[config.mk]
export PLATFORM = sky130hd
export DESIGN_NAME = bank_issue_flat
export DESIGN_NICKNAME = d
export VERILOG_FILES = /design/src/rtl/bank_pkg.sv /design/src/rtl/bank_issue_if.sv /design/src/rtl/bank_scoreboard.sv /design/src/rtl/bank_issue.sv /design/src/flat_wrapper.sv
export SDC_FILE = /design/constraint.sdc
export NUM_CORES = 1
export LEC_CHECK = 0
export CORE_ASPECT_RATIO = 0.6
export CORE_MARGIN = 3
export CORE_UTILIZATION = 39
export DETAILED_ROUTE_END_ITERATION = 10
export PLACE_DENSITY = 0.74
export SETUP_SLACK_MARGIN = 0.05
export SYNTH_ARGS = -nofsm -noshare
export SYNTH_HDL_FRONTEND = slang
export SYNTH_SLANG_ARGS = --single-unit
[constraint.sdc]
create_clock -name clk -period 2.75 [get_ports clk]
set_clock_uncertainty 0.05 [all_clocks]
set_input_delay 0.55 -clock clk [delete_from_list [all_inputs] [get_ports clk]]
set_output_delay 0.55 -clock clk [all_outputs]
set_load 0.05 [all_outputs]
[src/rtl/bank_pkg.sv]
// Shared defaults and FSM state encoding for the register-bank issue sequencer.
package bank_pkg;
    localparam int DATA_W = 32;
    localparam int AW     = 5;

    typedef enum logic [1:0] {
        IDLE = 2'd0,
        READ = 2'd1,
        HOLD = 2'd2
    } state_e;
endpackage

[src/rtl/bank_issue_if.sv]
// Decode command, bank port, operand bundle and writeback signals of the issue sequencer.
interface bank_issue_if #(
    parameter int DATA_W = bank_pkg::DATA_W,
    parameter int AW     = bank_pkg::AW
);
    logic              cmd_valid;
    logic              cmd_ready;
    logic [AW-1:0]     cmd_ra1;
    logic [AW-1:0]     cmd_ra2;
    logic [AW-1:0]     cmd_wa;
    logic              cmd_we;

    logic [AW-1:0]     ra1;
    logic [AW-1:0]     ra2;
    logic [DATA_W-1:0] dr1;
    logic [DATA_W-1:0] dr2;
    logic              rw;
    logic [AW-1:0]     wa;
    logic [DATA_W-1:0] din;

    logic              op_valid;
    logic              op_ready;
    logic [DATA_W-1:0] op_a;
    logic [DATA_W-1:0] op_b;
    logic [AW-1:0]     op_wa;
    logic              op_we;

    logic              wb_valid;
    logic [AW-1:0]     wb_wa;
    logic [DATA_W-1:0] wb_data;

    modport master (
        input  cmd_valid, cmd_ra1, cmd_ra2, cmd_wa, cmd_we,
        output cmd_ready,
        output ra1, ra2, rw, wa, din,
        input  dr1, dr2,
        output op_valid, op_a, op_b, op_wa, op_we,
        input  op_ready,
        input  wb_valid, wb_wa, wb_data
    );

    modport slave (
        output cmd_valid, cmd_ra1, cmd_ra2, cmd_wa, cmd_we,
        input  cmd_ready,
        input  ra1, ra2, rw, wa, din,
        output dr1, dr2,
        input  op_valid, op_a, op_b, op_wa, op_we,
        output op_ready,
        output wb_valid, wb_wa, wb_data
    );
endinterface

[src/rtl/bank_scoreboard.sv]
// Per-register pending bits: set on issue of a writing command, cleared by writeback, set wins.
module bank_scoreboard #(
    parameter int AW = bank_pkg::AW
) (
    input  logic              clk,
    input  logic              rst_n,
    input  logic              set_i,
    input  logic [AW-1:0]     set_wa_i,
    input  logic              clr_i,
    input  logic [AW-1:0]     clr_wa_i,
    input  logic [AW-1:0]     chk_ra1_i,
    input  logic [AW-1:0]     chk_ra2_i,
    input  logic [AW-1:0]     chk_wa_i,
    input  logic              chk_we_i,
    output logic              hazard_o
);
    import bank_pkg::*;

    localparam int NREG = 1 << AW;

    logic [NREG-1:0] pending_q;
    logic [NREG-1:0] pending_d;
    logic [NREG-1:0] clr_mask;
    logic [NREG-1:0] set_mask;
    logic [NREG-1:0] eff_pending;

    // Kept apart from the set path: hazard feeds cmd_ready, which feeds set_i.
    always_comb begin
        clr_mask = '0;
        if (clr_i) clr_mask[clr_wa_i] = 1'b1;
        eff_pending = pending_q & ~clr_mask;
    end

    always_comb begin
        hazard_o = eff_pending[chk_ra1_i] | eff_pending[chk_ra2_i] |
                   (chk_we_i & eff_pending[chk_wa_i]);
    end

    always_comb begin
        set_mask = '0;
        if (set_i) set_mask[set_wa_i] = 1'b1;
        pending_d = eff_pending | set_mask;
    end

    always_ff @(posedge clk or negedge rst_n) begin
        if (!rst_n) pending_q <= '0;
        else        pending_q <= pending_d;
    end
endmodule

[src/rtl/bank_issue.sv]
// Issue sequencer: fetches two operands from the register bank, hands them downstream,
// forwards writebacks to the bank write port and stalls RAW/WAW hazards.
module bank_issue #(
    parameter int DATA_W = bank_pkg::DATA_W,
    parameter int AW     = bank_pkg::AW
) (
    input logic          clk,
    input logic          rst_n,
    bank_issue_if.master bus
);
    import bank_pkg::*;

    state_e            state_q;
    state_e            state_d;
    logic              hazard;
    logic              accept;
    logic [AW-1:0]     ra1_q;
    logic [AW-1:0]     ra2_q;
    logic [AW-1:0]     op_wa_q;
    logic              op_we_q;
    logic [DATA_W-1:0] op_a_q;
    logic [DATA_W-1:0] op_b_q;

    assign accept = bus.cmd_valid & bus.cmd_ready;

    bank_scoreboard #(.AW(AW)) u_sb (
        .clk       (clk),
        .rst_n     (rst_n),
        .set_i     (accept & bus.cmd_we),
        .set_wa_i  (bus.cmd_wa),
        .clr_i     (bus.wb_valid),
        .clr_wa_i  (bus.wb_wa),
        .chk_ra1_i (bus.cmd_ra1),
        .chk_ra2_i (bus.cmd_ra2),
        .chk_wa_i  (bus.cmd_wa),
        .chk_we_i  (bus.cmd_we),
        .hazard_o  (hazard)
    );

    always_ff @(posedge clk or negedge rst_n) begin
        if (!rst_n) state_q <= IDLE;
        else        state_q <= state_d;
    end

    always_comb begin
        state_d = state_q;
        case (state_q)
            IDLE:    if (accept) state_d = READ;
            READ:    state_d = HOLD;
            HOLD:    if (bus.op_ready) state_d = IDLE;
            default: state_d = IDLE;
        endcase
    end

    always_comb begin
        bus.cmd_ready = (state_q == IDLE) & ~hazard & rst_n;
        bus.op_valid  = (state_q == HOLD);
    end

    // Bank read data is combinational from ra1/ra2, so capture happens at the end of READ.
    always_ff @(posedge clk or negedge rst_n) begin
        if (!rst_n) begin
            ra1_q   <= '0;
            ra2_q   <= '0;
            op_wa_q <= '0;
            op_we_q <= 1'b0;
            op_a_q  <= '0;
            op_b_q  <= '0;
        end else begin
            if (accept) begin
                ra1_q   <= bus.cmd_ra1;
                ra2_q   <= bus.cmd_ra2;
                op_wa_q <= bus.cmd_wa;
                op_we_q <= bus.cmd_we;
            end
            if (state_q == READ) begin
                op_a_q <= bus.dr1;
                op_b_q <= bus.dr2;
            end
        end
    end

    assign bus.ra1   = ra1_q;
    assign bus.ra2   = ra2_q;
    assign bus.op_a  = op_a_q;
    assign bus.op_b  = op_b_q;
    assign bus.op_wa = op_wa_q;
    assign bus.op_we = op_we_q;

    assign bus.rw  = bus.wb_valid & rst_n;
    assign bus.wa  = bus.wb_valid ? bus.wb_wa : '0;
    assign bus.din = bus.wb_valid ? bus.wb_data : '0;
endmodule

[src/flat_wrapper.sv]
// flat-port wrapper written by rule: the top's interface ports become plain ports
module bank_issue_flat import bank_pkg::*;
#(
    parameter int DATA_W = bank_pkg::DATA_W,
    parameter int AW     = bank_pkg::AW
)
  (clk, rst_n, bus_cmd_valid, bus_cmd_ra1, bus_cmd_ra2, bus_cmd_wa, bus_cmd_we, bus_cmd_ready, bus_ra1, bus_ra2, bus_rw, bus_wa, bus_din, bus_dr1, bus_dr2, bus_op_valid, bus_op_a, bus_op_b, bus_op_wa, bus_op_we, bus_op_ready, bus_wb_valid, bus_wb_wa, bus_wb_data);
  bank_issue_if #(.DATA_W(DATA_W), .AW(AW)) bus_i ();
  input logic clk;
  input logic rst_n;
  input wire logic [$bits(bus_i.cmd_valid)-1:0] bus_cmd_valid;
  input wire logic [$bits(bus_i.cmd_ra1)-1:0] bus_cmd_ra1;
  input wire logic [$bits(bus_i.cmd_ra2)-1:0] bus_cmd_ra2;
  input wire logic [$bits(bus_i.cmd_wa)-1:0] bus_cmd_wa;
  input wire logic [$bits(bus_i.cmd_we)-1:0] bus_cmd_we;
  output wire logic [$bits(bus_i.cmd_ready)-1:0] bus_cmd_ready;
  output wire logic [$bits(bus_i.ra1)-1:0] bus_ra1;
  output wire logic [$bits(bus_i.ra2)-1:0] bus_ra2;
  output wire logic [$bits(bus_i.rw)-1:0] bus_rw;
  output wire logic [$bits(bus_i.wa)-1:0] bus_wa;
  output wire logic [$bits(bus_i.din)-1:0] bus_din;
  input wire logic [$bits(bus_i.dr1)-1:0] bus_dr1;
  input wire logic [$bits(bus_i.dr2)-1:0] bus_dr2;
  output wire logic [$bits(bus_i.op_valid)-1:0] bus_op_valid;
  output wire logic [$bits(bus_i.op_a)-1:0] bus_op_a;
  output wire logic [$bits(bus_i.op_b)-1:0] bus_op_b;
  output wire logic [$bits(bus_i.op_wa)-1:0] bus_op_wa;
  output wire logic [$bits(bus_i.op_we)-1:0] bus_op_we;
  input wire logic [$bits(bus_i.op_ready)-1:0] bus_op_ready;
  input wire logic [$bits(bus_i.wb_valid)-1:0] bus_wb_valid;
  input wire logic [$bits(bus_i.wb_wa)-1:0] bus_wb_wa;
  input wire logic [$bits(bus_i.wb_data)-1:0] bus_wb_data;
  assign bus_i.cmd_valid = bus_cmd_valid;
  assign bus_i.cmd_ra1 = bus_cmd_ra1;
  assign bus_i.cmd_ra2 = bus_cmd_ra2;
  assign bus_i.cmd_wa = bus_cmd_wa;
  assign bus_i.cmd_we = bus_cmd_we;
  assign bus_cmd_ready = bus_i.cmd_ready;
  assign bus_ra1 = bus_i.ra1;
  assign bus_ra2 = bus_i.ra2;
  assign bus_rw = bus_i.rw;
  assign bus_wa = bus_i.wa;
  assign bus_din = bus_i.din;
  assign bus_i.dr1 = bus_dr1;
  assign bus_i.dr2 = bus_dr2;
  assign bus_op_valid = bus_i.op_valid;
  assign bus_op_a = bus_i.op_a;
  assign bus_op_b = bus_i.op_b;
  assign bus_op_wa = bus_i.op_wa;
  assign bus_op_we = bus_i.op_we;
  assign bus_i.op_ready = bus_op_ready;
  assign bus_i.wb_valid = bus_wb_valid;
  assign bus_i.wb_wa = bus_wb_wa;
  assign bus_i.wb_data = bus_wb_data;
  bank_issue #(.DATA_W(DATA_W), .AW(AW)) u_core (.clk(clk), .rst_n(rst_n), .bus(bus_i));
endmodule
# Yosys cells after proc, flatten, opt, wreduce, memory -nomap -nowiden
# Cells that the tools add are included.
[word_totals]
reg_bits = 114
output_inout_bits = 120
word_cells = 51
[op_classes]
n_lt_le_gt_ge = 6
eq_ne = 4
n_mux = 17
bitwise = 12
reduce_logical = 4
[op_table]
columns = ["operator", "n"]
rows = [
  ["32-bit two-way mux", 3],
  ["32-bit AND", 1],
  ["32-bit NOT", 1],
  ["32-bit bitwise OR", 1],
  ["5-bit by 6-bit < comparator with 1-bit output, second input constant", 4],
  ["1-bit binary-select mux with 5-bit select", 3],
  ["1-bit demux with 5-bit select", 2],
  ["5-bit by 1-bit greater-or-equal comparator with 1-bit output, second input constant", 2],
  ["1-bit AND", 6],
  ["2-bit one-hot mux with 3 select lines", 1],
  ["1-bit two-way mux", 5],
  ["5-bit two-way mux", 1],
  ["2-bit two-way mux", 2],
  ["2-bit by 1-bit inequality test with 1-bit output, second input constant", 2],
  ["2-bit by 1-bit == test with 1-bit output, second input constant", 1],
  ["2-bit == test, second input constant", 1],
  ["1-bit logical AND", 2],
  ["2-bit logical NOT", 1],
  ["1-bit bitwise OR", 2],
  ["2-bit AND reduction", 1],
  ["1-bit NOT", 1],
]

# Depth between registers and ports, before layout
[depth]
depth_word = 18
mapped_depth = 12
mapped_depth_nobuf = 8

# Hierarchy
# Synthesis repeated with hierarchy kept, for this count alone.
[unflattened]
hier_cells = 484
hier_area_um2 = 5698.0
[by_module_without_submodules]
columns = ["mod", "instances", "cells_per_inst", "area_each_um2"]
rows = [
  ["bank_issue", 1, 220, 3344.5],
  ["bank_scoreboard", 1, 264, 2353.5],
]

# Worst setup path before layout
# No wires, ideal clock.
[synth_path]
kind = "in2out"
from = "input port bus_wb_valid"
to = "output port bus_cmd_ready"
arrival_ps = 2594
t_required_ps = 2150
setup_slack_ps = -444
path_stages = 9
path_buffers = 2
path_cell_list = "buf_2 -> or4b_1 -> buf_2 -> o21ai_2 -> mux2i_1 -> o211ai_2 -> o22ai_1 -> nor4_4 -> and2_1"
[synth_between]
elab_chain_len = 10
word_cells_on_any_way = 15
[synth_rtl]
columns = ["element", "line", "source"]
rows = [
  ["start, declared", "flat_wrapper.sv:30", "input wire logic [$bits(bus_i.wb_valid)-1:0] bus_wb_valid;"],
  ["32-bit two-way mux *", "bank_scoreboard.sv:30", "if (clr_i) clr_mask[clr_wa_i] = 1'b1;"],
  ["32-bit NOT *", "bank_scoreboard.sv:31", "eff_pending = pending_q & ~clr_mask;"],
  ["32-bit AND *", "bank_scoreboard.sv:31", ""],
  ["1-bit binary-select mux with 5-bit select, on equally long branches", "bank_scoreboard.sv:35, bank_scoreboard.sv:36", ""],
  ["1-bit two-way mux, on equally long branches", "bank_scoreboard.sv:35, bank_scoreboard.sv:36", ""],
  ["1-bit bitwise OR / 1-bit AND (equally long branches)", "bank_scoreboard.sv:35, bank_scoreboard.sv:36", ""],
  ["1-bit bitwise OR *", "bank_scoreboard.sv:35", "hazard_o = eff_pending[chk_ra1_i] | eff_pending[chk_ra2_i] |"],
  ["1-bit NOT *", "bank_issue.sv:56", "bus.cmd_ready = (state_q == IDLE) & ~hazard & rst_n;"],
  ["1-bit AND * (2 in series)", "bank_issue.sv:56", ""],
  ["end, declared", "flat_wrapper.sv:16", "output wire logic [$bits(bus_i.cmd_ready)-1:0] bus_cmd_ready;"],
]
# Mark *: on every way between the ends. The rest lies on a longest branch, timed or not. The select of a mux whose other input is x is not followed.

# Worst setup path in the final report
[layout_path]
from = "input port bus_wb_wa[3]"
to = "output port bus_cmd_ready"
[layout_between]
elab_chain_len = 14
word_cells_on_any_way = 20
[layout_rtl]
columns = ["element", "line", "source"]
rows = [
  ["start, declared", "flat_wrapper.sv:31", "input wire logic [$bits(bus_i.wb_wa)-1:0] bus_wb_wa;"],
  ["5-bit by 6-bit < comparator with 1-bit output (implied by the code) / 5-bit by 1-bit greater-or-equal comparator with 1-bit output (equally long branches)", "bank_scoreboard.sv:30", ""],
  ["1-bit logical AND (implied by the code)", "bank_scoreboard.sv:30", ""],
  ["1-bit two-way mux (implied by the code)", "bank_scoreboard.sv:30", ""],
  ["1-bit demux with 5-bit select *", "bank_scoreboard.sv:30", ""],
  ["32-bit two-way mux *", "bank_scoreboard.sv:30", ""],
  ["32-bit NOT *", "bank_scoreboard.sv:31", ""],
  ["32-bit AND *", "bank_scoreboard.sv:31", ""],
  ["1-bit binary-select mux with 5-bit select, on equally long branches", "bank_scoreboard.sv:35, bank_scoreboard.sv:36", ""],
  ["1-bit two-way mux, on equally long branches", "bank_scoreboard.sv:35, bank_scoreboard.sv:36", ""],
  ["1-bit bitwise OR / 1-bit AND (equally long branches)", "bank_scoreboard.sv:35, bank_scoreboard.sv:36", ""],
  ["1-bit bitwise OR *", "bank_scoreboard.sv:35", ""],
  ["1-bit NOT *", "bank_issue.sv:56", ""],
  ["1-bit AND * (2 in series)", "bank_issue.sv:56", ""],
]
# Marked as above.

==> results.ini <==
[status]
status = complete, but fails checks
violations = setup timing

[sta]
tightest_slew_ns = 0.9704
slew_headroom = 0.3513
rsz0062_at_grt = yes
setup_ws_ns = -0.6817
max_freq_mhz = 291.4
tns_ns = -18.23
hold_violations = 0
timing.hold.ws_ns = 0.2157
fin_crit_sh = 1.248
layout_min_cycle_time_ns = 3.432
setup_viol = 50
slew_viol_final = 0

[clock_network]
root_buffer = clkbuf_16
clkSinkCount = 114
clkSlewWorstSetupHoldPaths_ns = 0.05
cts_max_path_buffers = 2
tritoncts = done
insertion_delay_ns = 0.42
cts_hold_buf = 0
htree_levels = 4
cts_inserted_buffers = 17

[placement]
place.gp.congestion = 0.9751
dp.cells = 1066
dp_hpwl_mm = 19.37
io_buffers = 241
placed_area_um2 = 9892
place_ws_ns = -1.586

[detailed_routing]
drt_pass1_iterations = 5
wirelength_mm = 27.05
drtIter0Drc = 752
drt-vias-per-instance = 5.662
vias = 6330
antenna_left = 0
route.detailed.drc = 0
wl_per_cell_um = 24.20

[power_and_ir_drop]
leakage_nw = 4.707
power_mw = 10.42
powerDensity_nw_per_um2 = 916.7
peakVddDrop_v = 0.0008415

[synthesis]
synth-edff-count = 0
synth_commonest_cells = dfrtp_1, mux2_2, and2_1
synth-async-reset-ratio = 1.000
synth-seq-area-share = 0.4826
yosys_warnings = 0
yosys-top-cells-area = dfrtp_1, mux2_2, and2_1
synth_top_area_cell = dfrtp_1
synth_most_common_cell = dfrtp_1
synthCells = 529
synth-seq-cells = 114
syn-num-nets = 651
synth_ff_type = dfrtp_1
yosysTopAreaCellShare = 0.4826
syn_area_um2 = 5911
synth_cell_types = 60
syn_avg_cell_area_um2 = 11.17

[global_routing]
grt_pass1_wl_mm = 39.79
grt_overflow = 0
antenna_found_initial = 0
grt_max_degree = 69
grt_pass1_vias = 6581
grt_usage = 0.3189

[worst_setup_path]
rrSetupSlack_ns = -0.15
reg2reg_from = u_core.u_sb.pending_q[7]
critPathTopFamily = compound AO/OA/AOI/OAI gates
path_buf_inv = 5
critPathLaunchType = primary input
crit_path_end_kind = output port
worstSetupEndpoint = bus_cmd_ready
cpPeakStageDelay_ns = 0.54
cp_data_arrival_time_ns = 2.83
crit_top_cell = buf_4
crit_chain = buf_8, buf_4, or2_2, o21ai_1, buf_4, a32oi_1, o211ai_2, o22ai_2, nor4_4, buf_4, and2_4, buf_12
worstReg2RegEnd = u_core.bus.ra1[2]
critPathSlowestCell = o21ai_1
r2r_cells = 11
required_ns = 2.15
path_max_fanout = 6
startpoint = bus_wb_wa[3]
crit_type = primary input to output port
cp.depth = 12

[final_layout]
antennaDiodeCount = 0
multi_input_area_um2 = 3490
seq_area_um2 = 2853
fillCellCount = 906
drive_gt1_frac = 0.4348
final_core_util = 0.7742
final_cell_area_um2 = 11360
finalNonFillerCells = 1118
area_delta_synth_final_pct = 92.23
layout.nets = 1029

[hold_path]
hold_class = primary input to asynchronous set/reset pin

[floorplan]
std_cell_rows = 34
ios = 242
core_um2 = 14680
dieArea_um2 = 16720
fp.dieW_um = 164.9
die-height_um = 101.4
start_util = 0.4027

[run]
drv_cap = 0

-- registers in the layout, indices dropped and copies added (netlist names) --
name	cells
u_core.bus.op_we	1
u_core.bus.op_b	32
u_core.state_q	2
u_core.u_sb.pending_q	32
u_core.bus.op_wa	5
u_core.bus.ra2	5
u_core.bus.op_a	32
u_core.bus.ra1	5
-- worst reg2reg max path, cell delays in order (launching register included) --
cell	delay [ns]
dfrtp_1	0.39
o21ai_0	0.18
buf_4	0.20
buf_4	0.12
mux2i_1	0.22
o2111ai_2	0.18
nor4_2	0.38
buf_4	0.18
a31oi_2	0.12
nand2_8	0.22
buf_16	0.20
mux2_2	0.34
-- worst min-delay path by stage --
stage	startpoint	to	slack, ns	cells past startpoint
2_1_floorplan	rst_n	u_core.bus.op_a[0]	0.20	0
3_3_place_gp	u_core.bus.op_b[4]	u_core.bus.op_b[4]	0.43	1
3_5_place_dp	u_core.bus.op_a[23]	u_core.bus.op_a[23]	0.44	1
4_1_cts	rst_n	u_core.state_q[0]	0.24	2
5_1_grt	rst_n	u_core.state_q[0]	0.26	2
6_report	rst_n	u_core.state_q[0]	0.22	2
-- layout by cell type, fill, tap and decap left out, types with 4 or more instances in the layout --
master | netlist | routed
dlygate4sd2_1 | 0 | 9
nand2_1 | 18 | 16
bufinv_16 | 0 | 5
o21ai_1 | 2 | 15
dfrtp_1 | 114 | 114
o31ai_4 | 0 | 21
nand2b_1 | 11 | 7
nand3_1 | 13 | 13
o31ai_2 | 1 | 12
o21ai_0 | 30 | 6
nor2_1 | 21 | 21
buf_6 | 2 | 8
inv_1 | 9 | 9
nand3b_1 | 4 | 4
buf_16 | 0 | 4
a21oi_1 | 6 | 6
buf_12 | 0 | 43
o21ai_4 | 1 | 4
mux2i_1 | 9 | 8
and2_1 | 43 | 41
nand4b_1 | 4 | 4
o211ai_1 | 8 | 8
mux2_2 | 81 | 81
nor4_1 | 9 | 5
o21ai_2 | 2 | 10
inv_6 | 0 | 4
nor2b_1 | 7 | 6
buf_2 | 6 | 4
clkbuf_16 | 0 | 17
clkdlybuf4s50_1 | 0 | 185
buf_4 | 0 | 136
nor4_2 | 0 | 4
o2111ai_1 | 9 | 6
-- layer usage --
metal,share of wire,global-route usage,vias up
li1,-,-,2749
met1,0.43,0.4569,3090
met2,0.43,0.4653,423
met4,0.023,0.08634,0
met5,0,0,-
met3,0.12,0.1046,68
-- logic make-up (layout without fill, tap and decap cells) --
logic type,after synthesis,in the layout,synth area share
AND/OR/NAND/NOR,155,155,0.1583
AO/OA/AOI/OAI,122,122,0.1473
flip-flops,114,114,0.4826
multiplexers,94,94,0.1791
buffers and inverters,43,434,0.03112
XOR/XNOR,1,1,0.001482
-- final cells by class --
type | count | share of cell area
Clock buffer | 18 | 0.03777
Clock inverter | 14 | 0.01993
Inverter | 9 | 0.002973
Multi-Input combinational cell | 372 | 0.3071
Sequential cell | 114 | 0.2511
Tap cell | 198 | 0.02180
Timing Repair Buffer | 393 | 0.3593
-- what timing repair did --
| item | in CTS | in global routing |
|---|---|---|
| setup endpoints to repair | 50 | 50 |
| setup buffers | 13 | 3 |
| gates cloned | 4 | 0 |
| gates resized for setup | 153 | 25 |
| pin swaps | 22 | 15 |
-- where the power goes --
group	internal, mW	switching, mW
logic	2.02	3.25
registers	2.30	0.351
clock network	1.62	0.861
total	5.95	4.47
Note: power is estimated with default switching activity, not from simulation.
